[src/rtl/mem_port_arbiter_pkg.sv]
// Shared types and constants for the memory-port arbiter.
package mem_arb_pkg;

  typedef enum logic [1:0] {
    IDLE = 2'd0,
    BUSY = 2'd1,
    RESP = 2'd2
  } arb_state_t;

  localparam int NREQ_DEF    = 3;
  localparam int AW_DEF      = 32;
  localparam int DW_DEF      = 32;
  localparam int BE_W        = 4;
  localparam int TIMEOUT_DEF = 1024;

  localparam logic [31:0] CNT_SAT = 32'hFFFF_FFFF;

  // Increment that sticks at the all-ones value instead of wrapping.
  function automatic logic [31:0] sat_inc(input logic [31:0] v);
    return (v == CNT_SAT) ? v : v + 32'd1;
  endfunction

endpackage

[src/rtl/mem_port_arbiter_rr_pick.sv]
// Round-robin winner selection with an optional lock favouring requester 0.
module rr_pick #(
  parameter int NREQ = 3,
  parameter int IW   = 2
) (
  input  logic [NREQ-1:0] valid,
  input  logic [IW-1:0]   last_grant,
  input  logic            lock,
  output logic [NREQ-1:0] grant,
  output logic [IW-1:0]   winner,
  output logic            any_valid
);

  // Scan from the farthest candidate back to the nearest so the nearest valid one after last_grant is kept.
  always_comb begin
    int cand;
    grant     = '0;
    winner    = '0;
    cand      = 0;
    any_valid = |valid;
    if (lock && valid[0]) begin
      grant[0] = 1'b1;
      winner   = '0;
    end else begin
      for (int off = NREQ; off >= 1; off--) begin
        cand = int'(last_grant) + off;
        if (cand >= NREQ) cand = cand - NREQ;
        if (valid[cand]) begin
          grant       = '0;
          grant[cand] = 1'b1;
          winner      = IW'(cand);
        end
      end
    end
  end

endmodule

[src/rtl/mem_port_arbiter.sv]
// Shares one cache access port among NREQ requesters, one access outstanding,
// with timeout abort and saturating hit/miss statistics.
module mem_port_arbiter
  import mem_arb_pkg::*;
#(
  parameter int NREQ    = NREQ_DEF,
  parameter int AW      = AW_DEF,
  parameter int DW      = DW_DEF,
  parameter int TIMEOUT = TIMEOUT_DEF
) (
  input  logic                 clk,
  input  logic                 rst,
  input  logic [NREQ-1:0]      req_valid,
  input  logic [NREQ-1:0]      req_we,
  input  logic [NREQ*AW-1:0]   req_addr,
  input  logic [NREQ*DW-1:0]   req_wdata,
  input  logic [NREQ*BE_W-1:0] req_be,
  input  logic                 prio_lock,
  output logic [NREQ-1:0]      req_ready,
  output logic                 req_err,
  output logic [DW-1:0]        req_rdata,
  output logic                 mem_ren,
  output logic                 mem_wen,
  output logic [AW-1:0]        mem_addr,
  output logic [DW-1:0]        mem_wdata,
  output logic [BE_W-1:0]      mem_be,
  input  logic [DW-1:0]        mem_rdata,
  input  logic                 mem_done,
  input  logic                 mem_hit,
  input  logic                 clr_stats,
  output logic [31:0]          hit_count,
  output logic [31:0]          miss_count
);

  localparam int IW = (NREQ > 1) ? $clog2(NREQ) : 1;
  localparam int TW = $clog2(TIMEOUT) + 1;

  // Unpacked views of the packed request buses, indexed by requester.
  logic [AW-1:0]   addr_arr  [NREQ];
  logic [DW-1:0]   wdata_arr [NREQ];
  logic [BE_W-1:0] be_arr    [NREQ];

  generate
    for (genvar gi = 0; gi < NREQ; gi++) begin : g_unpack
      assign addr_arr[gi]  = req_addr[gi*AW +: AW];
      assign wdata_arr[gi] = req_wdata[gi*DW +: DW];
      assign be_arr[gi]    = req_be[gi*BE_W +: BE_W];
    end
  endgenerate

  arb_state_t      state_reg, state_next;
  logic [IW-1:0]   last_grant_reg, last_grant_next;
  logic [TW-1:0]   to_cnt_reg, to_cnt_next;
  logic            mem_ren_reg, mem_ren_next;
  logic            mem_wen_reg, mem_wen_next;
  logic [AW-1:0]   mem_addr_reg, mem_addr_next;
  logic [DW-1:0]   mem_wdata_reg, mem_wdata_next;
  logic [BE_W-1:0] mem_be_reg, mem_be_next;
  logic [NREQ-1:0] req_ready_reg, req_ready_next;
  logic            req_err_reg, req_err_next;
  logic [DW-1:0]   req_rdata_reg, req_rdata_next;
  logic [31:0]     hit_count_reg, miss_count_reg;
  logic            hit_inc, miss_inc;

  logic [NREQ-1:0] pick_grant;
  logic [IW-1:0]   pick_idx;
  logic            pick_any;

  rr_pick #(
    .NREQ (NREQ),
    .IW   (IW)
  ) u_pick (
    .valid      (req_valid),
    .last_grant (last_grant_reg),
    .lock       (prio_lock),
    .grant      (pick_grant),
    .winner     (pick_idx),
    .any_valid  (pick_any)
  );

  // Next-state and registered-output computation for the access sequencer.
  always_comb begin
    state_next      = state_reg;
    last_grant_next = last_grant_reg;
    to_cnt_next     = to_cnt_reg;
    mem_ren_next    = mem_ren_reg;
    mem_wen_next    = mem_wen_reg;
    mem_addr_next   = mem_addr_reg;
    mem_wdata_next  = mem_wdata_reg;
    mem_be_next     = mem_be_reg;
    req_ready_next  = '0;
    req_err_next    = 1'b0;
    req_rdata_next  = req_rdata_reg;
    hit_inc         = 1'b0;
    miss_inc        = 1'b0;
    case (state_reg)
      IDLE: begin
        if (pick_any) begin
          last_grant_next = pick_idx;
          mem_addr_next   = addr_arr[pick_idx];
          mem_wdata_next  = wdata_arr[pick_idx];
          mem_be_next     = be_arr[pick_idx];
          mem_ren_next    = !(|(req_we & pick_grant));
          mem_wen_next    = |(req_we & pick_grant);
          to_cnt_next     = '0;
          state_next      = BUSY;
        end
      end
      BUSY: begin
        // Completion takes precedence over a timeout reached in the same cycle.
        if (mem_done) begin
          req_rdata_next                 = mem_rdata;
          mem_ren_next                   = 1'b0;
          mem_wen_next                   = 1'b0;
          req_ready_next[last_grant_reg] = 1'b1;
          hit_inc                        = mem_hit;
          miss_inc                       = !mem_hit;
          state_next                     = RESP;
        end else if (to_cnt_reg == TW'(TIMEOUT - 1)) begin
          mem_ren_next                   = 1'b0;
          mem_wen_next                   = 1'b0;
          req_ready_next[last_grant_reg] = 1'b1;
          req_err_next                   = 1'b1;
          state_next                     = RESP;
        end else begin
          to_cnt_next = to_cnt_reg + TW'(1);
        end
      end
      RESP: begin
        state_next = IDLE;
      end
      default: begin
        state_next = IDLE;
      end
    endcase
  end

  // State and access-field registers; reset drops strobes immediately.
  always_ff @(posedge clk or posedge rst) begin
    if (rst) begin
      state_reg      <= IDLE;
      last_grant_reg <= IW'(NREQ - 1);
      to_cnt_reg     <= '0;
      mem_ren_reg    <= 1'b0;
      mem_wen_reg    <= 1'b0;
      mem_addr_reg   <= '0;
      mem_wdata_reg  <= '0;
      mem_be_reg     <= '0;
      req_ready_reg  <= '0;
      req_err_reg    <= 1'b0;
      req_rdata_reg  <= '0;
    end else begin
      state_reg      <= state_next;
      last_grant_reg <= last_grant_next;
      to_cnt_reg     <= to_cnt_next;
      mem_ren_reg    <= mem_ren_next;
      mem_wen_reg    <= mem_wen_next;
      mem_addr_reg   <= mem_addr_next;
      mem_wdata_reg  <= mem_wdata_next;
      mem_be_reg     <= mem_be_next;
      req_ready_reg  <= req_ready_next;
      req_err_reg    <= req_err_next;
      req_rdata_reg  <= req_rdata_next;
    end
  end

  // Saturating hit/miss counters; a clear overrides any coincident increment.
  always_ff @(posedge clk or posedge rst) begin
    if (rst) begin
      hit_count_reg  <= '0;
      miss_count_reg <= '0;
    end else if (clr_stats) begin
      hit_count_reg  <= '0;
      miss_count_reg <= '0;
    end else begin
      if (hit_inc)  hit_count_reg  <= sat_inc(hit_count_reg);
      if (miss_inc) miss_count_reg <= sat_inc(miss_count_reg);
    end
  end

  assign mem_ren    = mem_ren_reg;
  assign mem_wen    = mem_wen_reg;
  assign mem_addr   = mem_addr_reg;
  assign mem_wdata  = mem_wdata_reg;
  assign mem_be     = mem_be_reg;
  assign req_ready  = req_ready_reg;
  assign req_err    = req_err_reg;
  assign req_rdata  = req_rdata_reg;
  assign hit_count  = hit_count_reg;
  assign miss_count = miss_count_reg;

endmodule

[config.mk]
export PLATFORM = sky130hd
export DESIGN_NAME = mem_port_arbiter
export DESIGN_NICKNAME = d
export VERILOG_FILES = /design/src/rtl/mem_port_arbiter_pkg.sv /design/src/rtl/mem_port_arbiter_rr_pick.sv /design/src/rtl/mem_port_arbiter.sv
export SDC_FILE = /design/constraint.sdc
export NUM_CORES = 1
export LEC_CHECK = 0
export CAP_MARGIN = 20
export CORE_MARGIN = 4
export CORE_UTILIZATION = 30
export DETAILED_ROUTE_END_ITERATION = 10
export GPL_TIMING_DRIVEN = 0
export PLACE_DENSITY = 0.59
export REMOVE_ABC_BUFFERS = 1
export SYNTH_ARGS = -nofsm -noshare
export SYNTH_HDL_FRONTEND = slang
export SYNTH_SLANG_ARGS = --single-unit
[constraint.sdc]
create_clock -name clk -period 6.5 [get_ports clk]
set_input_delay 0.975 -clock clk [delete_from_list [all_inputs] [get_ports clk]]
set_output_delay 0.975 -clock clk [all_outputs]
set_load 0.01 [all_outputs]
## After elaboration in Yosys (flattened, before gate mapping)

Cells that the tools add are included.

- Input port bits: 248
- Flip-flop bits (word level): 185

- Reductions and logical operators: 20
- Order comparisons: 12
- Bitwise logic cells: 2
- Mux-type cells: 71
- Equal/unequal tests: 10
- Add/sub/neg operators: 9

Operator list:

| operator | number |
|---|---|
| 32-bit 2-to-1 mux | 16 |
| 32-bit binary-select mux with 2-bit select | 2 |
| 32-bit by 1-bit greater-or-equal comparator with 1-bit output, second input constant | 3 |
| 32-bit by 3-bit greater-or-equal comparator with 1-bit output, second input constant | 3 |
| 32-bit by 4-bit < comparator with 1-bit output, second input constant | 3 |
| 32-bit by 3-bit subtractor with 32-bit output, second input constant | 3 |
| 32-bit by 1-bit adder with 32-bit output, second input constant | 2 |
| 32-bit == test, second input constant | 2 |
| 11-bit 2-to-1 mux | 3 |
| 1-bit 2-to-1 mux | 22 |
| 11-bit case mux with 2 select lines | 1 |
| 3-bit 2-to-1 mux | 6 |
| 2-bit 2-to-1 mux | 8 |
| 11-bit by 1-bit adder with 11-bit output, second input constant | 1 |
| 11-bit by 10-bit == test with 1-bit output, second input constant | 1 |
| 2-bit != test, second input constant | 5 |
| 2-bit AND reduction | 5 |
| 4-bit binary-select mux with 2-bit select | 1 |
| 1-bit demux with 2-bit select | 4 |
| 4-bit 2-to-1 mux | 2 |
| 2-bit by 2-bit adder with 3-bit output, second input constant | 2 |
| 1-bit binary-select mux with 2-bit select | 3 |
| 2-bit nonzero test | 3 |
| 3-bit OR reduction | 2 |
| other kinds (15) | 21 |

## Longest topological paths before layout

- Depth in word-level cells: 17
- Gate-level depth with buffers: 11
- Depth with buffers taken out: 8

## Hierarchy

A second synthesis with hierarchy kept.

- Cells, all modules: 1070
- Area total of the unflattened synthesis: 9948.3 um^2

Modules (own cells, without submodules):

| module | instances | area each (um^2) | cells an instance |
|---|---|---|---|
| mem_port_arbiter | 1 | 9586.7 | 1021 |
| rr_pick | 1 | 361.6 | 49 |

## Least setup slack after synthesis

Ideal clock, no wire load.

- Kind: in2reg
- Start point: in req_valid[2]
- End point: reg mem_addr_reg[10] (netlist: mem_addr[10])
- Path slack: 4.058 ns
- Stages: 9
- Setup time: 0.083 ns
- Arrival: 2.359 ns
- Path buffers: 4
- Cells stage by stage: buf_2 -> nor3_1 -> or3_1 -> buf_2 -> nor2_2 -> buf_2 -> buf_2 -> a22oi_1 -> o21ai_0

- Word-level cells in the longest chain between the ends: 11
- Elaborated cells between the ends (all ways): 19
- Classes of those cells: mux: 16; bitwise: 1; reduce/logical: 2

Ends and longest elaborated chain:

| what | line | RTL |
|---|---|---|
| from (decl) | mem_port_arbiter.sv:13 | `input logic [NREQ-1:0] req_valid,` |
| 1-bit binary-select mux with 2-bit select | mem_port_arbiter_rr_pick.sv:28 | `if (valid[cand]) begin` |
| 1-bit 2-to-1 mux (implied by the code) (2 in series) | mem_port_arbiter_rr_pick.sv:28 |  |
| 2-bit 2-to-1 mux (3 in series) | mem_port_arbiter_rr_pick.sv:28 |  |
| 2-bit 2-to-1 mux | mem_port_arbiter_rr_pick.sv:21 | `if (lock && valid[0]) begin` |
| 2-bit inverter with 3-bit output (implied by the code) | mem_port_arbiter.sv:100 | `mem_addr_next = addr_arr[pick_idx];` |
| 32-bit binary-select mux with 2-bit select | mem_port_arbiter.sv:100 |  |
| 32-bit 2-to-1 mux (implied by the code) (2 in series) | mem_port_arbiter.sv:100 |  |
| to (signal assigned) | mem_port_arbiter.sv:158 | `mem_addr_reg <= mem_addr_next;` |
| to (decl) | mem_port_arbiter.sv:56 | `logic [AW-1:0] mem_addr_reg, mem_addr_next;` |

Several ways; a longest one is shown, not always the timed one. The select of a mux whose other input is x is not followed.
A chain may end at the register's enable or synchronous reset.

## Worst setup path after layout

- Start point: in req_valid[0]
- End point: reg mem_wdata_reg[29] (netlist: mem_wdata[29])

- Word-level cells in the longest chain between the ends: 11
- Elaborated cells between the ends (all ways): 20
- Classes of those cells: mux: 16; bitwise: 1; reduce/logical: 3

Ends and longest elaborated chain:

| what | line | RTL |
|---|---|---|
| 1-bit binary-select mux with 2-bit select | mem_port_arbiter_rr_pick.sv:28 |  |
| 1-bit 2-to-1 mux (implied by the code) (2 in series) | mem_port_arbiter_rr_pick.sv:28 |  |
| 2-bit 2-to-1 mux (3 in series) | mem_port_arbiter_rr_pick.sv:28 |  |
| 2-bit 2-to-1 mux | mem_port_arbiter_rr_pick.sv:21 |  |
| 2-bit inverter with 3-bit output (implied by the code) | mem_port_arbiter.sv:101 | `mem_wdata_next = wdata_arr[pick_idx];` |
| 32-bit binary-select mux with 2-bit select | mem_port_arbiter.sv:101 |  |
| 32-bit 2-to-1 mux (implied by the code) (2 in series) | mem_port_arbiter.sv:101 |  |
| to (signal assigned) | mem_port_arbiter.sv:159 | `mem_wdata_reg <= mem_wdata_next;` |
| to (decl) | mem_port_arbiter.sv:57 | `logic [DW-1:0] mem_wdata_reg, mem_wdata_next;` |

Several ways; a longest one is shown, not always the timed one. The select of a mux whose other input is x is not followed.

==> flow_summary.json <==
{
  "status": "finished clean",
  "yosysSeqAreaShare": 0.4949,
  "final_cell_mix": "416 x clkdlybuf4s50_1, 184 x dfrtp_1, 85 x o21ai_0",
  "ff_latch_area_sq_um": 4631,
  "dieArea_sq_um": 34080,
  "ys.flop_type": "dfrtp_1",
  "die_width_um": 184.6,
  "synth_cells": 886,
  "ios": 418,
  "std_cell_rows": 64,
  "avgRoutedWirePerCell_um": 19.88,
  "crit_arrival_ns": 3.75,
  "hpwl_um": 25840,
  "drive_above_1_share": 0.07292,
  "met1_length_um": 12540,
  "min_path_cells": 2,
  "crit_chain": "clkdlybuf4s50_1 > mux2i_1 > o22a_1 > a21boi_4 > buf_16 > buf_12 > mux2i_1 > o21ai_0",
  "critPathKind": "input pin to register",
  "reg2reg_depth": 9,
  "antenna_found_initial": 0,
  "setup-violations-final": 0,
  "end_kind": "register",
  "grt_pass1_wl_um": 50580,
  "route.met3.wl_um": 2867,
  "ys_async_sr_fraction": 1.000,
  "start_util": 0.3051,
  "cts-root-buf": "clkbuf_16",
  "drt_iter0_markers": 456,
  "overflow": 0,
  "grt_usage": 0.1905,
  "clockBufferDepth": 2,
  "routed.top_layer": "met4",
  "yosys_warnings": 0,
  "fmax_mhz": 288.0,
  "ir_drop_mv": 0.2940,
  "drc": 0,
  "worst_pin_slew_ns": 0.8754,
  "path_common_cell": "mux2i_1",
  "critPathMaxFanout": 23,
  "firstDrtPassIters": 5,
  "tns_ns": 0,
  "slew_viol_final": 0,
  "slowest_stage": "clkdlybuf4s50_1",
  "max_slew_margin": 0.4150,
  "ctsHoldBuffers": 0,
  "start_kind": "input pin",
  "hold_violations": 0,
  "clk_pin_slew_ns": 0.08,
  "core_area_sq_um": 30670,
  "synth_edf_count": 0,
  "max_cap_viol_count": 0,
  "drt-total-wl_um": 33490,
  "worst-path-stages": 8,
  "grt_max_degree": 101,
  "fillCellCount": 2878,
  "synth_area_leaders": "dfrtp_1 49%, mux2i_1 7.8%, a22oi_1 5.5%",
  "finalCritPeriodShare": 0.5341,
  "hold_path.class": "register to register",
  "min_period_ns": 3.472,
  "n_antenna_cell": 0,
  "critPathTopFamily": "buffers and inverters",
  "route.vias.total": 8414,
  "final_util": 0.4766,
  "leakagePower_nw": 5.822,
  "syn_area_sq_um": 9358,
  "multi_input_area_sq_um": 4454,
  "cp_num_buf_inv": 3,
  "routed-wl-met2_um": 17790,
  "h-tree-depth": 4,
  "dieHeight_um": 184.6,
  "powerDensity_nw_per_um2": 340.8,
  "regToRegSetupSlack_ns": 3.13,
  "gp_congestion": 0.8341,
  "clock_latency_ns": 0.43,
  "cts-resized-gates": 0,
  "yosys.area.top_type": "dfrtp_1",
  "cts_setup_buffers": 0,
  "synth_cell_types": 64,
  "tritoncts": "built",
  "via_per_inst": 4.993,
  "syn_area_per_cell_sq_um": 10.56,
  "rsz0062_at_grt": "no",
  "final_antenna_net_count": 0,
  "cpPeakStageDelay_ns": 0.74,
  "clock_sinks": 185,
  "yosysTopAreaCellShare": 0.4920,
  "grt_pass1_vias": 8684,
  "area_growth_pct": 56.21,
  "fin_worst_skew_ns": 0.01514,
  "final_common_cell": "clkdlybuf4s50_1",
  "portBuffers": 417,
  "total_power_mw": 4.982,
  "cp_data_required_time_ns": 6.78,
  "nets": 1534,
  "synth_seq_cells": 185,
  "cts_buffers": 17
}
==> area by class of cell <==
| cell class | count | area share |
|---|---|---|
| flip-flops and latches | 185 | 0.3168 |
| clock inverters | 13 | 0.01215 |
| clock buffers | 18 | 0.03004 |
| repair buffers | 426 | 0.2986 |
| inverters | 13 | 0.003852 |
| multi-input cells | 634 | 0.3047 |
| well taps | 396 | 0.03390 |
==> tightest hold or removal path, delay by kind of cell, from the launching register on <==
family | cells | cell delay [ns]
flops | 1 | 0.38
simple gates | 1 | 0.06
compound gates | 1 | 0.03
==> where the power goes <==
group / internal [mW] / leakage [nW] / switching (mW)
logic: 1.18 / 3.14 / 1.03
clock network: 0.598 / 0.300 / 0.514
registers: 1.47 / 2.39 / 0.191
total: 3.24 / 5.82 / 1.74
==> Yosys cell counts (all sizes together) (7+ instances only) <==
master    n
xnor2    25
a21oi    14
nand2    39
buf      26
dfrtp   184
mux2i    73
xor2     34
nor4      7
or3      12
nand3    25
nand4    29
and2     10
nor2     74
ha        9
mux2     32
and4      7
a22oi    69
o21ai    85
clkbuf   28
and3     19
inv      13
nor3     24
==> cell families (layout without fill, tap and decap cells) <==
| family | count (synthesis) | after routing | synth area share |
|---|---|---|---|
| adder cells (fa/ha/maj) | 9 | 9 | 0.01203 |
| multiplexers | 105 | 105 | 0.1166 |
| AO/OA/AOI/OAI | 197 | 197 | 0.1360 |
| XOR/XNOR | 59 | 59 | 0.05522 |
| flip-flops | 185 | 185 | 0.4949 |
| AND/OR/NAND/NOR | 264 | 264 | 0.1535 |
| buffers and inverters | 67 | 470 | 0.03182 |
==> per-stage QoR <==
step	setup WS [ns]	std cells	hold slack, ns	area [sq um]
2_1_floorplan	-0.1366	832	0.4712	9109
3_5_place_dp	2.541	1654	0.4942	14000
3_3_place_gp	-3.639	1645	0.4901	13780
6_report	3.028	1685	0.5075	14620
5_1_grt	2.861	1685	0.5174	14620
4_1_cts	3.004	1685	0.5093	14620
==> layer usage <==
metal,vias up,GRT usage
met5,-,0
met4,0,0.03347
met3,17,0.07006
met2,244,0.3494
met1,4144,0.2148
li1,4009,-
==> path summary, 6_finish.rpt <==
kind,to,from
setup / recovery,mem_wdata[29],req_valid[0]
hold / removal,to_cnt_reg[10],to_cnt_reg[10]
setup reg to reg,mem_wdata[29],last_grant_reg[0]
hold reg to reg,to_cnt_reg[10],to_cnt_reg[10]
max in group asynchronous,mem_addr[31],rst
min in group asynchronous,miss_count[12],rst
No activity file was read; power rests on OpenSTA's default activity.
==> RTL edit: new RTL, same flow settings <==
Re-encode `arb_state_t` (3 states) as one-hot, 3 bits wide.
--- a/src/rtl/mem_port_arbiter_pkg.sv
+++ b/src/rtl/mem_port_arbiter_pkg.sv
@@ -3,6 +3,6 @@
 
-  typedef enum logic [1:0] {
-    IDLE = 2'd0,
-    BUSY = 2'd1,
-    RESP = 2'd2
+  typedef enum logic [2:0] {
+    IDLE = 3'b001,
+    BUSY = 3'b010,
+    RESP = 3'b100
   } arb_state_t;
Function: no difference found for any inputs over 4 cycles, from zero or initial values and one cycle with rst high; so few cycles prove little.
==> RTL edit against the unedited design <==
  * Worst setup slack lost 490 ps
  * Clock skew grew 1.8 ps
  * Critical path depth is the same
  * Wire length grew 5.9%
  * Area after synthesis grew 4.5%
  * Via count grew 12%
  * Sequential cell count grew 1
  * Cell area grew 3.1%
  * Synthesized cell count grew 19%
  * First-iteration DRC count grew 7.5%
  * Power grew 3.2%
  * Highest routed layer is now met5
==> RTL edit: results (changes against the unedited design) <==
The run finished with clean final reports. The total wirelength of the detailed-routed design was 35500 µm (+5.9%). Worst flop-to-flop path endpoint: mem_addr[4]. For the overall global routing resource usage, the log shows 19.4% (+0.35 points).

The maximum resistive drop on vdd is 226 µV (-23%). Cell count of the worst reg-to-reg path: 7 (-2). The number of global-route vias before repair was 9523 (+9.7%).

The initial antenna violation count is 10 (+10). The tools report the global-route wire length before repair as 54600 µm (+7.9%). The logs give 98 (-3.0%) for the maximum number of pins on one net before global-route repair and 0 (unchanged) for the post-CTS setup-driven buffer insertion count. The last weighted congestion value of the routability-driven placer was 0.811 (-2.8%); the internal power was 3.27 mW (+0.70%). Clock skew: 16.9 ps (+1.78 ps). The tools report the endpoint of the worst hold-timing path as req_rdata[10]. For the count of distinct cell types in the synthesized netlist, the log shows 60 (-6.3%). The most used flip-flop cell after synthesis is sky130_fd_sc_hd__dfrtp_1.

The run gives 4 (-1) as the total iterations of the first detailed-routing run. Startpoint of the lowest-slack hold path: req_rdata[10]. The setup slack at placement is 2090 ps (-449 ps), and the clock period minus worst slack is 3960 ps (+486 ps). By count the netlist is led by 196 x sky130_fd_sc_hd__nand2_1, 184 x sky130_fd_sc_hd__dfrtp_1, 85 x sky130_fd_sc_hd__inv_1. Fraction of layout cells with a size suffix above 1: 4.21% (-3.1 points).

In this run the critical register-to-register path is launched from last_grant_reg[0]. The slew at the pin closest to its max-slew limit is 887 ps (+11.9 ps). For the synthesized netlist cell count, the log shows 1057 (+19%). Yosys attributes the largest share of cell area to sky130_fd_sc_hd__dfrtp_1 47%, sky130_fd_sc_hd__nand2_1 7.5%, sky130_fd_sc_hd__mux2i_1 7.4%. The estimated wirelength of the detail-placed design was 26600 µm (+2.8%); the average wire length per cell after detail routing was 18.7 µm (-5.8%). The critical path data arrival time was 4300 ps (+550 ps); the post-CTS resize count was 0 (unchanged).

Largest fanout of any net on the critical path: 16 (-30%). The tools report the synthesis warning total as 0 (unchanged). The number of vias per cell after detailed routing was 4.97 (-0.48%); the delay of the slowest critical-path stage was 740 ps (about the same).

The run gives 2870 ps (-260 ps) as the slack of the worst reg-to-reg path. The logs give 1852 (+12%) for the number of instances in the placed design and 17 (unchanged) for the total CTS buffers. The number of design-rule violations left by the first detailed-router iteration is 490 (+7.5%). The fraction of the yosys area taken by sequential cells was 47.6% (-1.9 points).

The run gives 1694 (+10%) as the number of nets in the finished design. The cell family contributing the most delay on the critical path is simple AND/OR/NAND/NOR gates. The filler cell count in the final layout was 3057 (+6.2%); the cell leakage power was 6.49 nW (+11%). Cell type of the slowest stage on the worst timing path: sky130_fd_sc_hd__nor4bb_4.
==> RTL edit: layer usage <==
metal	GRT usage, %	share of wire (%)
met5	0	0.059
met4	6.75	2.3
met3	6.22	7.5
met2	33.5	51
met1	22.8	39
==> RTL edit: worst max path at each step <==
stage	startpoint	endpoint	cells after the start
after floorplan	rst	hit_count[0]	1
after global placement	mem_done	hit_count[28]	6
after detailed placement	mem_done	hit_count[24]	8
after CTS	last_grant_reg[0]	mem_be[3]	7
after global routing	mem_done	hit_count[24]	8
final	mem_done	hit_count[24]	8
==> RTL edit: final cells by class <==
class                           count  area (µm²)  area share [%]
Timing Repair Buffer              427        4350            28.8
Inverter                           85         327            2.17
Antenna cell                        8        20.0           0.133
Sequential cell                   186        4660            30.9
Multi-Input combinational cell    720        4590            30.5
Clock buffer                       24         502            3.33
Tap cell                          435         544            3.61
Clock inverter                      8        85.1           0.564
==> RTL edit: power groups by stage <==
stage                     clock network, mW  logic [mW]  registers [mW]
after floorplan                           0        1.07            1.83
after global placement                    0        2.43            1.70
after detailed placement                  0        2.44            1.71
after CTS                              1.09        2.44            1.70
after global routing                   1.13        2.63            1.74
final                                  1.05        2.39            1.69
==> RTL edit: kinds of logic (layout without fill, tap and decap cells) <==
family	after synthesis	in the layout	share of synthesized area [%]
AOI/OAI and AO/OA	211	211	15.0
xor gates and xnor gates	16	16	1.43
adders and majority gates	9	9	1.15
buffers and inverters	151	544	6.05
DFF	186	186	47.6
muxes	77	77	7.94
other	0	8	0
and+or+nand+nor	407	407	20.8
==> RTL edit: stage by stage <==
stage | area [µm²] | hold slack [ps]
detailed placement | 14500 | 461
global placement | 14200 | 456
finish | 15100 | 472
floorplan | 9510 | 492
global route | 15100 | 498
CTS | 15100 | 477
